[src/rtl/cbus_pipe_ctrl_pkg.sv]
// -----------------------------------------------------------------------------
// cbus_pipe_ctrl_pkg
// Shared definitions for the CBus pipeline controller: bus and register
// address widths, CBus field positions, the DdataSel "load" code and the EX
// operand-forwarding select codes, plus the forwarding priority function.
// -----------------------------------------------------------------------------
package cbus_pipe_ctrl_pkg;

    localparam int CBUS_W = 18;
    localparam int RA_W   = 5;

    // CBus field map
    localparam int CB_IMMSRC_LO = 0;
    localparam int CB_IMMSRC_HI = 2;
    localparam int CB_ASRC      = 3;
    localparam int CB_BSRC      = 4;
    localparam int CB_REGWEN    = 5;
    localparam int CB_MEMWEN    = 6;
    localparam int CB_DSEL_LO   = 7;
    localparam int CB_DSEL_HI   = 8;
    localparam int CB_ALUOP_LO  = 9;
    localparam int CB_ALUOP_HI  = 12;
    localparam int CB_BRANCH    = 13;
    localparam int CB_JUMP      = 14;
    localparam int CB_BRU       = 15;
    localparam int CB_BRT_LO    = 16;
    localparam int CB_BRT_HI    = 17;

    // DdataSel code for "writeback from data memory"
    localparam logic [1:0] DSEL_MEM = 2'b01;

    typedef enum logic [1:0] {
        FWD_RF  = 2'b00,
        FWD_MEM = 2'b01,
        FWD_WB  = 2'b10
    } fwd_sel_e;

    // Operand source for one EX source register. The younger producer (MEM)
    // wins over the older one (WB); x0 is hard-wired zero and never forwards.
    function automatic fwd_sel_e fwd_pick(
        input logic            ex_valid,
        input logic [RA_W-1:0] rs,
        input logic            mem_wen,
        input logic [RA_W-1:0] mem_rd,
        input logic            wb_wen,
        input logic [RA_W-1:0] wb_rd
    );
        fwd_pick = FWD_RF;
        if (ex_valid && (rs != '0)) begin
            if (mem_wen && (mem_rd == rs))
                fwd_pick = FWD_MEM;
            else if (wb_wen && (wb_rd == rs))
                fwd_pick = FWD_WB;
        end
    endfunction

endpackage

[src/rtl/cbus_stage_reg.sv]
// -----------------------------------------------------------------------------
// cbus_stage_reg
// One pipeline stage register holding valid, CBus and destination register.
// Loads the upstream value every cycle, or a bubble (all zero) when bubble or
// the synchronous reset is asserted.
//   clk      in   clock, rising edge
//   rst      in   synchronous active-high reset
//   bubble   in   load a bubble instead of the upstream value
//   valid_d  in   upstream valid
//   cbus_d   in   upstream CBus
//   rd_d     in   upstream destination register
//   valid_q, cbus_q, rd_q   out   registered stage contents
// -----------------------------------------------------------------------------
module cbus_stage_reg
    import cbus_pipe_ctrl_pkg::*;
(
    input  logic              clk,
    input  logic              rst,
    input  logic              bubble,
    input  logic              valid_d,
    input  logic [CBUS_W-1:0] cbus_d,
    input  logic [RA_W-1:0]   rd_d,
    output logic              valid_q,
    output logic [CBUS_W-1:0] cbus_q,
    output logic [RA_W-1:0]   rd_q
);

    // NOTE: every field is cleared, not just valid: downstream logic reads
    // RegWEn/MemWEn/Branch/Jump straight from cbus, so a bubble must carry
    // all-zero control and reset must produce the same bubble.
    always_ff @(posedge clk) begin
        if (rst || bubble) begin
            // NOTE: state registers use non-blocking assignments so every stage
            // samples its upstream value from before this edge.
            valid_q <= 1'b0;
            cbus_q  <= '0;
            rd_q    <= '0;
        end else begin
            valid_q <= valid_d;
            cbus_q  <= cbus_d;
            rd_q    <= rd_d;
        end
    end

endmodule

[src/rtl/cbus_pipe_ctrl.sv]
// -----------------------------------------------------------------------------
// cbus_pipe_ctrl
// Consumer end of the decoder control bus. Carries CBus and rd/rs1/rs2 of the
// ID instruction through the ID/EX, EX/MEM and MEM/WB registers, and produces
// the load-use stall, the branch/jump flush and the EX forwarding selects.
//   clk, rst                 clock and synchronous active-high reset
//   id_valid, id_cbus, id_rd, id_rs1, id_rs2   instruction in ID
//   ex_redirect              taken branch/jump resolved in EX this cycle
//   stall_fd                 hold PC and IF/ID (combinational)
//   flush_fd                 squash IF/ID (combinational)
//   ex_*  / mem_* / wb_*     stage register contents
//   fwd_a, fwd_b             EX operand select: 00 regfile, 01 MEM, 10 WB
// -----------------------------------------------------------------------------
module cbus_pipe_ctrl
    import cbus_pipe_ctrl_pkg::*;
(
    input  logic              clk,
    input  logic              rst,
    input  logic              id_valid,
    input  logic [CBUS_W-1:0] id_cbus,
    input  logic [RA_W-1:0]   id_rd,
    input  logic [RA_W-1:0]   id_rs1,
    input  logic [RA_W-1:0]   id_rs2,
    input  logic              ex_redirect,
    output logic              stall_fd,
    output logic              flush_fd,
    output logic              ex_valid,
    output logic [CBUS_W-1:0] ex_cbus,
    output logic [RA_W-1:0]   ex_rd,
    output logic [RA_W-1:0]   ex_rs1,
    output logic [RA_W-1:0]   ex_rs2,
    output logic              mem_valid,
    output logic [CBUS_W-1:0] mem_cbus,
    output logic [RA_W-1:0]   mem_rd,
    output logic              wb_valid,
    output logic [CBUS_W-1:0] wb_cbus,
    output logic [RA_W-1:0]   wb_rd,
    output logic [1:0]        fwd_a,
    output logic [1:0]        fwd_b
);

    logic luse;
    logic id_bubble;

    // A load in EX whose result an ID source needs is not available until
    // it reaches WB, so ID must wait one cycle.
    assign luse = ex_valid && ex_cbus[CB_REGWEN]
               && (ex_cbus[CB_DSEL_HI:CB_DSEL_LO] == DSEL_MEM)
               && (ex_rd != '0) && id_valid
               && ((ex_rd == id_rs1) || (ex_rd == id_rs2));

    // Redirect squashes the wrong-path ID instruction; a stall inserts a
    // bubble while ID is held upstream. Both cases load a bubble into ID/EX.
    assign id_bubble = ex_redirect || luse || !id_valid;
    assign flush_fd  = ex_redirect;

    cbus_stage_reg u_idex (
        .clk     (clk),
        .rst     (rst),
        .bubble  (id_bubble),
        .valid_d (id_valid),
        .cbus_d  (id_cbus),
        .rd_d    (id_rd),
        .valid_q (ex_valid),
        .cbus_q  (ex_cbus),
        .rd_q    (ex_rd)
    );

    always_ff @(posedge clk) begin
        if (rst || id_bubble) begin
            ex_rs1 <= '0;
            ex_rs2 <= '0;
        end else begin
            ex_rs1 <= id_rs1;
            ex_rs2 <= id_rs2;
        end
    end

    // EX/MEM and MEM/WB always advance; the instruction in EX is never
    // squashed by its own redirect.
    cbus_stage_reg u_exmem (
        .clk     (clk),
        .rst     (rst),
        .bubble  (!ex_valid),
        .valid_d (ex_valid),
        .cbus_d  (ex_cbus),
        .rd_d    (ex_rd),
        .valid_q (mem_valid),
        .cbus_q  (mem_cbus),
        .rd_q    (mem_rd)
    );

    cbus_stage_reg u_memwb (
        .clk     (clk),
        .rst     (rst),
        .bubble  (!mem_valid),
        .valid_d (mem_valid),
        .cbus_d  (mem_cbus),
        .rd_d    (mem_rd),
        .valid_q (wb_valid),
        .cbus_q  (wb_cbus),
        .rd_q    (wb_rd)
    );

    // NOTE: every output gets a default before the conditional logic so the
    // block stays purely combinational.
    always_comb begin
        stall_fd = 1'b0;
        fwd_a    = FWD_RF;
        fwd_b    = FWD_RF;
        if (!rst) begin
            // A redirect discards the dependent instruction, so no stall.
            stall_fd = luse && !ex_redirect;
            fwd_a    = fwd_pick(ex_valid, ex_rs1,
                                mem_valid && mem_cbus[CB_REGWEN], mem_rd,
                                wb_valid && wb_cbus[CB_REGWEN], wb_rd);
            fwd_b    = fwd_pick(ex_valid, ex_rs2,
                                mem_valid && mem_cbus[CB_REGWEN], mem_rd,
                                wb_valid && wb_cbus[CB_REGWEN], wb_rd);
        end
    end

endmodule

[config.mk]
export PLATFORM = sky130hd
export DESIGN_NAME = cbus_pipe_ctrl
export DESIGN_NICKNAME = d
export VERILOG_FILES = /design/src/rtl/cbus_pipe_ctrl_pkg.sv /design/src/rtl/cbus_stage_reg.sv /design/src/rtl/cbus_pipe_ctrl.sv
export SDC_FILE = /design/constraint.sdc
export NUM_CORES = 1
export LEC_CHECK = 0
export ABC_AREA = 1
export CORE_MARGIN = 2
export CORE_UTILIZATION = 45
export DETAILED_ROUTE_END_ITERATION = 6
export PLACE_DENSITY = 0.89
export SYNTH_ARGS = -nofsm -noshare
export SYNTH_HDL_FRONTEND = slang
export SYNTH_SLANG_ARGS = --single-unit
[constraint.sdc]
create_clock -name clk -period 2.4 [get_ports clk]
set_clock_uncertainty 0.1 [all_clocks]
set_input_delay 0.48 -clock clk [delete_from_list [all_inputs] [get_ports clk]]
set_output_delay 0.48 -clock clk [all_outputs]
set_load 0.01 [all_outputs]
# After elaboration in Yosys (flattened, before gate mapping)
# Index checks and enable logic that the tools add are counted.
# classes
eq_ne,7
n_reduce_logical,27
muxes,9
# ops
cell,n
== test 5 bit,6
2-to-1 mux 2 bit,8
nonzero test 5 bit,3
logical AND 1 bit,14
logical OR 1 bit,6
logical NOT 1 bit,4
== test 2 x 1 -> 1 bit (second input constant),1
2-to-1 mux 1 bit,1
# word_totals
input_bits,37
register_bits,82
out_inout_bits,88

# Longest topological paths before layout
# Gate-level depths: netlist of run 1.
# depth
word_depth,8
ltp_mapped,10

# Hierarchy
# From an unflattened synthesis of run 1, not the netlist that was laid out.
# hier_totals
hier_cells,375
area_unflattened_um2,3096.7
# modules_own_cells
module,instances,cells_per_inst,area_per_inst_um2
cbus_stage_reg,3,77,752.0
cbus_pipe_ctrl,1,144,840.8

# Worst setup path before layout of run 1
# OpenSTA, ideal clock, no wires.
# synth_path
kind,input to output
start,input port rst
end,output port fwd_b[1]
path_stages,6
n_path_buf,0
t_arrival_ns,1.069
slack_ns,0.751
cell_sequence,inv_1 nand2_1 inv_1 o21ai_0 nor2_1 and2_1
# synth_between
elab_chain_cells,1
# synth_lines
item,line_no,rtl
start: declaration,cbus_pipe_ctrl.sv:18,"input logic rst,"
2-to-1 mux 2 bit,cbus_pipe_ctrl.sv:111,if (!rst) begin
end: declaration,cbus_pipe_ctrl.sv:39,output logic [1:0] fwd_b
# No other way between the ends.

# Final worst setup path of run 1
# layout_path
start,input port id_rs2[4]
end,output port stall_fd
# layout_between
elab_chain_cells,5
# layout_lines
item,line_no,rtl
start: declaration,cbus_pipe_ctrl.sv:23,"input logic [RA_W-1:0] id_rs2,"
== test 5 bit,cbus_pipe_ctrl.sv:50,&& ((ex_rd == id_rs1) || (ex_rd == id_rs2));
logical OR 1 bit,cbus_pipe_ctrl.sv:50,
logical AND 1 bit,cbus_pipe_ctrl.sv:50,
logical AND 1 bit,cbus_pipe_ctrl.sv:113,stall_fd = luse && !ex_redirect;
2-to-1 mux 1 bit,cbus_pipe_ctrl.sv:111,
end: declaration,cbus_pipe_ctrl.sv:25,"output logic stall_fd,"
# No other way between the ends.

==> impl_summary.md, run 1 <==
Placement
Once placement completed, the tool counted placed cells totaling 559. The post-place setup slack is -0.291 ns. Detailed placement ended at an HPWL of 5980 um.

The placed standard-cell area is 4210 sq um. The number of buffers added on ports is 124. The final weighted congestion in routability-driven placement is 0.871.

Critical path
Counting cells, the worst reg-to-reg path comes to 10. The kind of launch point of the worst setup path is an input pin. The most numerous cell type found on the critical path is sky130_fd_sc_hd__nand2_1. The largest single stage delay on the critical path is 0.49 ns. The source of the worst register-to-register timing path is u_idex.rd_q[2]. In this run the worst path has a maximum fanout of 2. The critical path goes through clkdlybuf4s50_1 > inv_1 > nand2_1 > nand2_1 > nor2_1 > nand3_1 > nand2_1 > nand2_2 > nor2_1 > buf_2. The internal reg-to-reg setup slack is 0.65 ns.

The worst setup path startpoint is id_rs2[4]. The worst setup path is of the input pin to output pin kind. The slowest library cell on the worst path is sky130_fd_sc_hd__clkdlybuf4s50_1.

STA puts the critical path data required time at 1.82 ns. At the worst endpoint, the arrival time is 1.66 ns. The capturing element type of the critical path is an output pin. The capture point of the worst path is stall_fd. The endpoint identified for the worst register-to-register timing path is ex_rs2[0].

STA
The tightest hold margin is 0.330 ns. The final-report hold violation count is 0. The final critical path takes up 93.2% of the cycle. The number of max-slew violations in the final report is 0. The post-route minimum period is 2.24 ns. The worst-case setup margin in the final layout is 0.163 ns. Setup repair after global routing left no endpoint under its margin. For the pin with the worst max-slew slack, the measured transition is 0.385 ns. The highest attainable clock frequency is 0.447 GHz.

The count of endpoints failing setup in the final report is 0. The relative max-transition margin is 74.3%.

Clock network
TritonCTS built the clock tree. The cell at the root of the clock tree is sky130_fd_sc_hd__clkbuf_8. The deepest level of the CTS H-tree is 3. The clock passes through at most 2 buffers. Clock tree synthesis found a total of 82 sinks. The CTS buffer count is 9. The register clock-pin slew on the reported worst setup and hold paths is 0.08 ns. The later-pin clock latency in the skew report is 0.34 ns.

Power
Total power for the finished layout comes to 0.00289 W. Dividing total power by cell area gives a power density of 645 nW/um^2. The leakage power of the design is 1.96 nW. The worst-case vdd ir drop is 0.000531 V.

Floorplan
The initial core utilization is 47.4%. The area of the placeable core is 5990 sq um. In this run the horizontal extent of the chip is 83.4 um.

In this run the core area contains 28 standard-cell rows. The die area is 6960 sq um. The total I/O pin count is 125. The die boundary height is 83.4 um.

GRT
The largest net degree at the start of global routing is 35. The via count of the first global-routing pass came to 2523. After global routing the overflow that remains totals 0. The first global-routing pass estimated 12400 um of wire.

Across every metal layer, demand over resource in global routing totals 22.7%. The initial antenna violation count is 0.

Hold path
The class of the most critical hold timing path is flop to flop.

Layout
The leading cell type in the layout, fill and taps excluded is sky130_fd_sc_hd__clkdlybuf4s50_1. The antenna diode instance count is 0. The library cells used most frequently in the layout, excluding fill and tap cells, are sky130_fd_sc_hd__clkdlybuf4s50_1 (118), sky130_fd_sc_hd__nor2_1 (97), sky130_fd_sc_hd__inv_1 (82).

Compared with the post-synthesis result, the final layout area differs by 57.8%. The proportion of layout cells with a drive suffix above 1 is 9.18%. The number of filler instances in the final layout is 424. The design area is 4480 sq um. Leaving out filler cells and counting taps, the final layout contains 576. The sequential standard cell area is 1640 sq um. In the final layout, the multi-input gates occupy 817 sq um. The number of nets in the finished design is 533.

Route
The pre-antenna-repair detailed-routing pass consisted of 4 iterations. The number of DRC violations after detailed-routing iteration 0 is 133. For this run, design rule violations remaining after detail routing come to 0. The average routed wire per standard cell is 13.5 um.

The remaining antenna violation count is 0. The via count of the routed design is 2535. The total routed wirelength is 7780 um. Dividing the detail-routed via count by the number of cells gives 4.40.

Synth
The count of cell types in the netlist is 21. Synthesis produced 355 cells. The net count of the mapped netlist is 392. The Yosys step of the flow raised 0 warnings. The post-synthesis instance area is 2840 sq um. The synthesis-stage register bit count is 82. The average cell area after synthesis is 7.99 sq um. Sequential cells were found to cover 57.8% of the synthesized design area.

Outcome
The flow ran to the end, and the final reports show no timing, DRC or antenna violations.

Run
The tool flagged a number of max-cap violations equal to 0.
-- cell type report --
| cell class | instances | area share (%) |
|---|---|---|
| Tap cell | 75 | 2.09 |
| Clock buffer | 11 | 3.16 |
| Multi-Input combinational cell | 179 | 18.2 |
| Timing Repair Buffer | 138 | 29.8 |
| Sequential cell | 82 | 36.7 |
| Clock inverter | 5 | 2.79 |
| Inverter | 86 | 7.21 |
-- per-stage QoR --
step	setup TNS [ns]	utilization, %
2_1_floorplan	0	-
3_3_place_gp	-0.675	70.3
3_5_place_dp	-0.930	70.3
4_1_cts	0	74.8
5_1_grt	0	74.8
6_report	0	74.8
-- layer usage --
layer / GRT usage, % / vias up / routed length (um) / share of wire, %
met3: 4.67 / 18 / 432 / 5.6
met2: 40.2 / 88 / 4000 / 51
met5: 0 / - / 0 / 0
li1: - / 1283 / - / -
met4: 9.97 / 0 / 179 / 2.3
met1: 26.3 / 1146 / 3170 / 41
-- worst max-delay path, delay by kind of cell --
| kind | cells | cell delay [ns] |
|---|---|---|
| simple gates | 7 | 0.50 |
| buf+inv | 3 | 0.68 |
-- report_power, final --
part           internal (W)  leakage, nW  switching (W)
Sequential          0.00138        0.664      0.0000180
Clock              0.000824        0.134       0.000473
Combinational      0.000116         1.16      0.0000799
Total               0.00232         1.96       0.000571
-- what timing repair did --
action | in CTS | in global routing
resized for setup | 7 | 7
setup endpoints to repair | 5 | 3
setup buffers | 1 | 0
hold buffers | 0 | 0
pin swaps | 1 | 0
-- synthesized netlist by cell type --
master / number / area (sq um)
sky130_fd_sc_hd__inv_1: 83 / 312
sky130_fd_sc_hd__nand4_1: 3 / 18.8
sky130_fd_sc_hd__buf_4: 1 / 7.51
sky130_fd_sc_hd__nand2_4: 1 / 11.3
sky130_fd_sc_hd__and3_1: 1 / 6.26
sky130_fd_sc_hd__clkbuf_1: 4 / 15.0
sky130_fd_sc_hd__and2_1: 1 / 6.26
sky130_fd_sc_hd__inv_2: 3 / 11.3
sky130_fd_sc_hd__xnor2_1: 7 / 61.3
sky130_fd_sc_hd__a21oi_1: 2 / 10.0
sky130_fd_sc_hd__nor2_2: 4 / 25.0
sky130_fd_sc_hd__nor3_1: 4 / 20.0
sky130_fd_sc_hd__or2_2: 3 / 18.8
sky130_fd_sc_hd__nand3_1: 8 / 40.0
sky130_fd_sc_hd__buf_6: 3 / 33.8
sky130_fd_sc_hd__nand2_1: 35 / 131
sky130_fd_sc_hd__o21ai_0: 2 / 10.0
sky130_fd_sc_hd__dfxtp_1: 82 / 1640
sky130_fd_sc_hd__xor2_1: 10 / 87.6
sky130_fd_sc_hd__nand2_2: 1 / 6.26
sky130_fd_sc_hd__nor2_1: 97 / 364
-- state kept, by name (all words and copies together), names as in the netlist --
register / flops
u_exmem.valid_q: 1
u_idex.valid_q: 1
ex_rs2: 5
u_exmem.rd_q: 5
u_memwb.valid_q: 1
u_memwb.rd_q: 5
u_exmem.cbus_q: 18
ex_rs1: 5
u_memwb.cbus_q: 18
u_idex.rd_q: 5
u_idex.cbus_q: 18
-- worst min path at each step --
stage / startpoint / end / slack [ns] / cells after the start
5_1_grt: u_exmem.cbus_q[8] / u_memwb.cbus_q[8] / 0.35 / 2
3_3_place_gp: u_exmem.cbus_q[2] / u_memwb.cbus_q[2] / 0.31 / 2
6_report: u_exmem.cbus_q[8] / u_memwb.cbus_q[8] / 0.33 / 2
4_1_cts: u_exmem.cbus_q[8] / u_memwb.cbus_q[8] / 0.33 / 2
2_1_floorplan: u_idex.cbus_q[0] / u_exmem.cbus_q[0] / 0.35 / 2
3_5_place_dp: u_exmem.cbus_q[8] / u_memwb.cbus_q[8] / 0.32 / 2
-- logic make-up after synthesis --
family / after synthesis / synth area share, %
AO/OA/AOI/OAI: 4 / 0.705
XOR/XNOR: 17 / 5.25
buffers and inverters: 94 / 13.4
flip-flops: 82 / 57.8
AND/OR/NAND/NOR: 158 / 22.8
(Power assumes the default switching activity.)
==> run 2: changes to the inputs <==
- CORE_ASPECT_RATIO: not set -> 0.9
==> impl_summary.md, run 2 (same netlist as run 1, synthesis figures left out) <==
Critical path
At the worst endpoint, the arrival time is 1.75 ns. In this run the worst path has a maximum fanout of 4. The worst setup path is of the input pin to output pin kind. The longest individual stage delay on the worst path is 0.50 ns. Together, buffers and inverters on the worst path number 4.

Among cell families on the critical path, the largest total delay comes from buffers and inverters. The slowest library cell on the worst path is sky130_fd_sc_hd__clkdlybuf4s50_1. The capturing element type of the critical path is an output pin.

At the worst endpoint, the required time is 1.82 ns. Traced cell by cell, the critical path runs through clkdlybuf4s50_1 > inv_2 > nand2_1 > inv_1 > o21ai_2 > nor2_1 > and2_1 > dlygate4sd2_1. The kind of launch point of the worst setup path is an input pin.

Floorplan
The initial core utilization is 46.4%. The total number of placement rows is 27. The die is 79.3 um tall. From left edge to right edge, the die measures 87.7 um.

The die covers 6960 sq um. The area of the placeable core is 6110 sq um. The total I/O pin count is 125.

GRT
The via count of the first global-routing pass is 2518. The initial antenna violation count is 0. Global routing finished with a remaining overflow of 0. Global routing consumed, over all layers together, 22.4% of the routing resources. The global-route wire length before repair is 11700 um. The largest net degree at the start of global routing is 35.

Route
The via count of the routed design is 2573. The per-cell via count in the routed design is 4.39. The routed design has 7630 um of wire. The iteration count of the initial detailed-routing pass is 4. For this run, design rule violations remaining after detail routing come to 0. The remaining antenna violation count is 0. In the final routed layout, each cell accounts on average for 13.0 um. The number of DRC violations after detailed-routing iteration 0 is 119.

Layout
Measured on the finished design, the core utilization comes to 72.0%. Cells with a size suffix above 1 make up 8.62% of the layout. The repair_antennas step left the layout with diodes totalling 0. The layout overhead on the synthesized area is 55.2%. The largest registers in the layout are u_exmem.cbus_q (18), u_idex.cbus_q (18), u_memwb.cbus_q (18). Counting the fill cells in the layout gives 472. Leaving out fill and tap cells, the most frequent cells in the layout are sky130_fd_sc_hd__clkdlybuf4s50_1 (119), sky130_fd_sc_hd__nor2_1 (96), sky130_fd_sc_hd__inv_1 (82). The total area of multi-input combinational cells is 823 sq um. The leading cell type in the layout, fill and taps excluded is sky130_fd_sc_hd__clkdlybuf4s50_1. The number of nets in the finished design is 531.

The sequential standard cell area is 1640 sq um.

Outcome
The flow ran to the end, and the final reports show no timing, DRC or antenna violations.

Clock network
The clock net in this run drives a total of 82 sinks. After clock tree synthesis, the clock-pin slew on the worst setup and hold paths is 0.07 ns. The CTS buffer count is 9. The deepest clock path buffer count is 2. Clock latency on the worst-skew pair, taken at its later pin, is 0.35 ns. The deepest level of the CTS H-tree is 3. The cell at the root of the clock tree is sky130_fd_sc_hd__clkbuf_8.

TritonCTS built the clock tree. In this run, post-CTS hold repair placed 0 buffers.

Placement
The HPWL after detailed placement is 5810 um. Routability-driven placement finished with a final weighted congestion of 0.893. Input and output buffers added on the ports amount to 124. The post-place setup slack is -0.303 ns.

Hold path
The class of the most critical hold timing path is flop to flop.

STA
Setup violations remaining at the end of the flow were counted as 0. The final-report hold violation count is 0. The highest attainable clock frequency is 0.428 GHz. Setup repair after global routing could not meet its margin everywhere. In the post-route analysis, the smallest setup slack over all paths is 0.0661 ns.

The number of max-slew violations in the final report is 0. The relative max-transition margin is 74.5%. The routed design could run at a clock period as short as 2.33 ns.

The measured slew at the worst slew-check pin is 0.382 ns. The tightest hold margin is 0.325 ns. The post-route fraction of the period consumed by the critical path is 97.2%.

Power
Power spread over the standard cell area amounts to 577 nW/um^2. Summing internal, switching and leakage power gives 0.00254 W. The leakage power of the design is 1.90 nW. Across the VDD grid, the largest voltage drop is 0.000441 V.

Run
Across the run, the number of max-cap violations was 0.
run 2: through the flow:
step	TNS (ns)	instances	area (sq um)
final	0	586	4400
after global routing	-0.000781	586	4400
after CTS	0	586	4410
after detailed placement	-0.985	570	4220
after global placement	-0.793	570	4220
after floorplan	0	355	2840
run 2: final timing paths:
path,from,end,slack (ns),cells past startpoint
max,rst,fwd_b[1],0.07,8
min,u_exmem.cbus_q[0],u_memwb.cbus_q[0],0.32,2
max reg2reg,u_idex.rd_q[1],ex_rs1[3],0.66,10
min reg2reg,u_exmem.cbus_q[0],u_memwb.cbus_q[0],0.32,2
run 2: what timing repair did:
| action | CTS | global route |
|---|---|---|
| pin swaps | 0 | 0 |
| setup buffers | 0 | 0 |
| gates resized for setup | 10 | 5 |
| endpoints found under the setup margin | 5 | 3 |
run 2: worst register-to-register path, stage by stage (launching register included):
cell and delay, ns:
sky130_fd_sc_hd__dfxtp_1 0.46, sky130_fd_sc_hd__inv_2 0.09, sky130_fd_sc_hd__nand2_1 0.08, sky130_fd_sc_hd__nand2_1 0.06
sky130_fd_sc_hd__nor2_1 0.09, sky130_fd_sc_hd__nand3_1 0.08, sky130_fd_sc_hd__nand2_1 0.09, sky130_fd_sc_hd__nand2_2 0.06
sky130_fd_sc_hd__buf_4 0.14, sky130_fd_sc_hd__nand2_4 0.29, sky130_fd_sc_hd__nor2_1 0.10
run 2: power breakdown:
group | switching, W | internal, W
clock | 0.000463 | 0.000484
combinational | 0.0000802 | 0.000116
sequential | 0.0000191 | 0.00138
total | 0.000563 | 0.00198
run 2: cell type report:
class / instances / share of cell area, %
Sequential cell: 82 / 37.3
Timing Repair Buffer: 136 / 29.9
Inverter: 86 / 7.33
Clock buffer: 12 / 3.07
Multi-Input combinational cell: 179 / 18.7
Clock inverter: 4 / 1.19
Tap cell: 87 / 2.47
run 2: per-layer routing:
metal  routed length, um  GRT usage, %  share of wire (%)  vias up
li1                    -             -                  -     1286
met1                3150          26.3                 41     1157
met2                3790          38.0                 50      111
met3                 476          4.68                6.2       19
met4                 214          12.2                2.8        0
met5                   0             0                  0        -
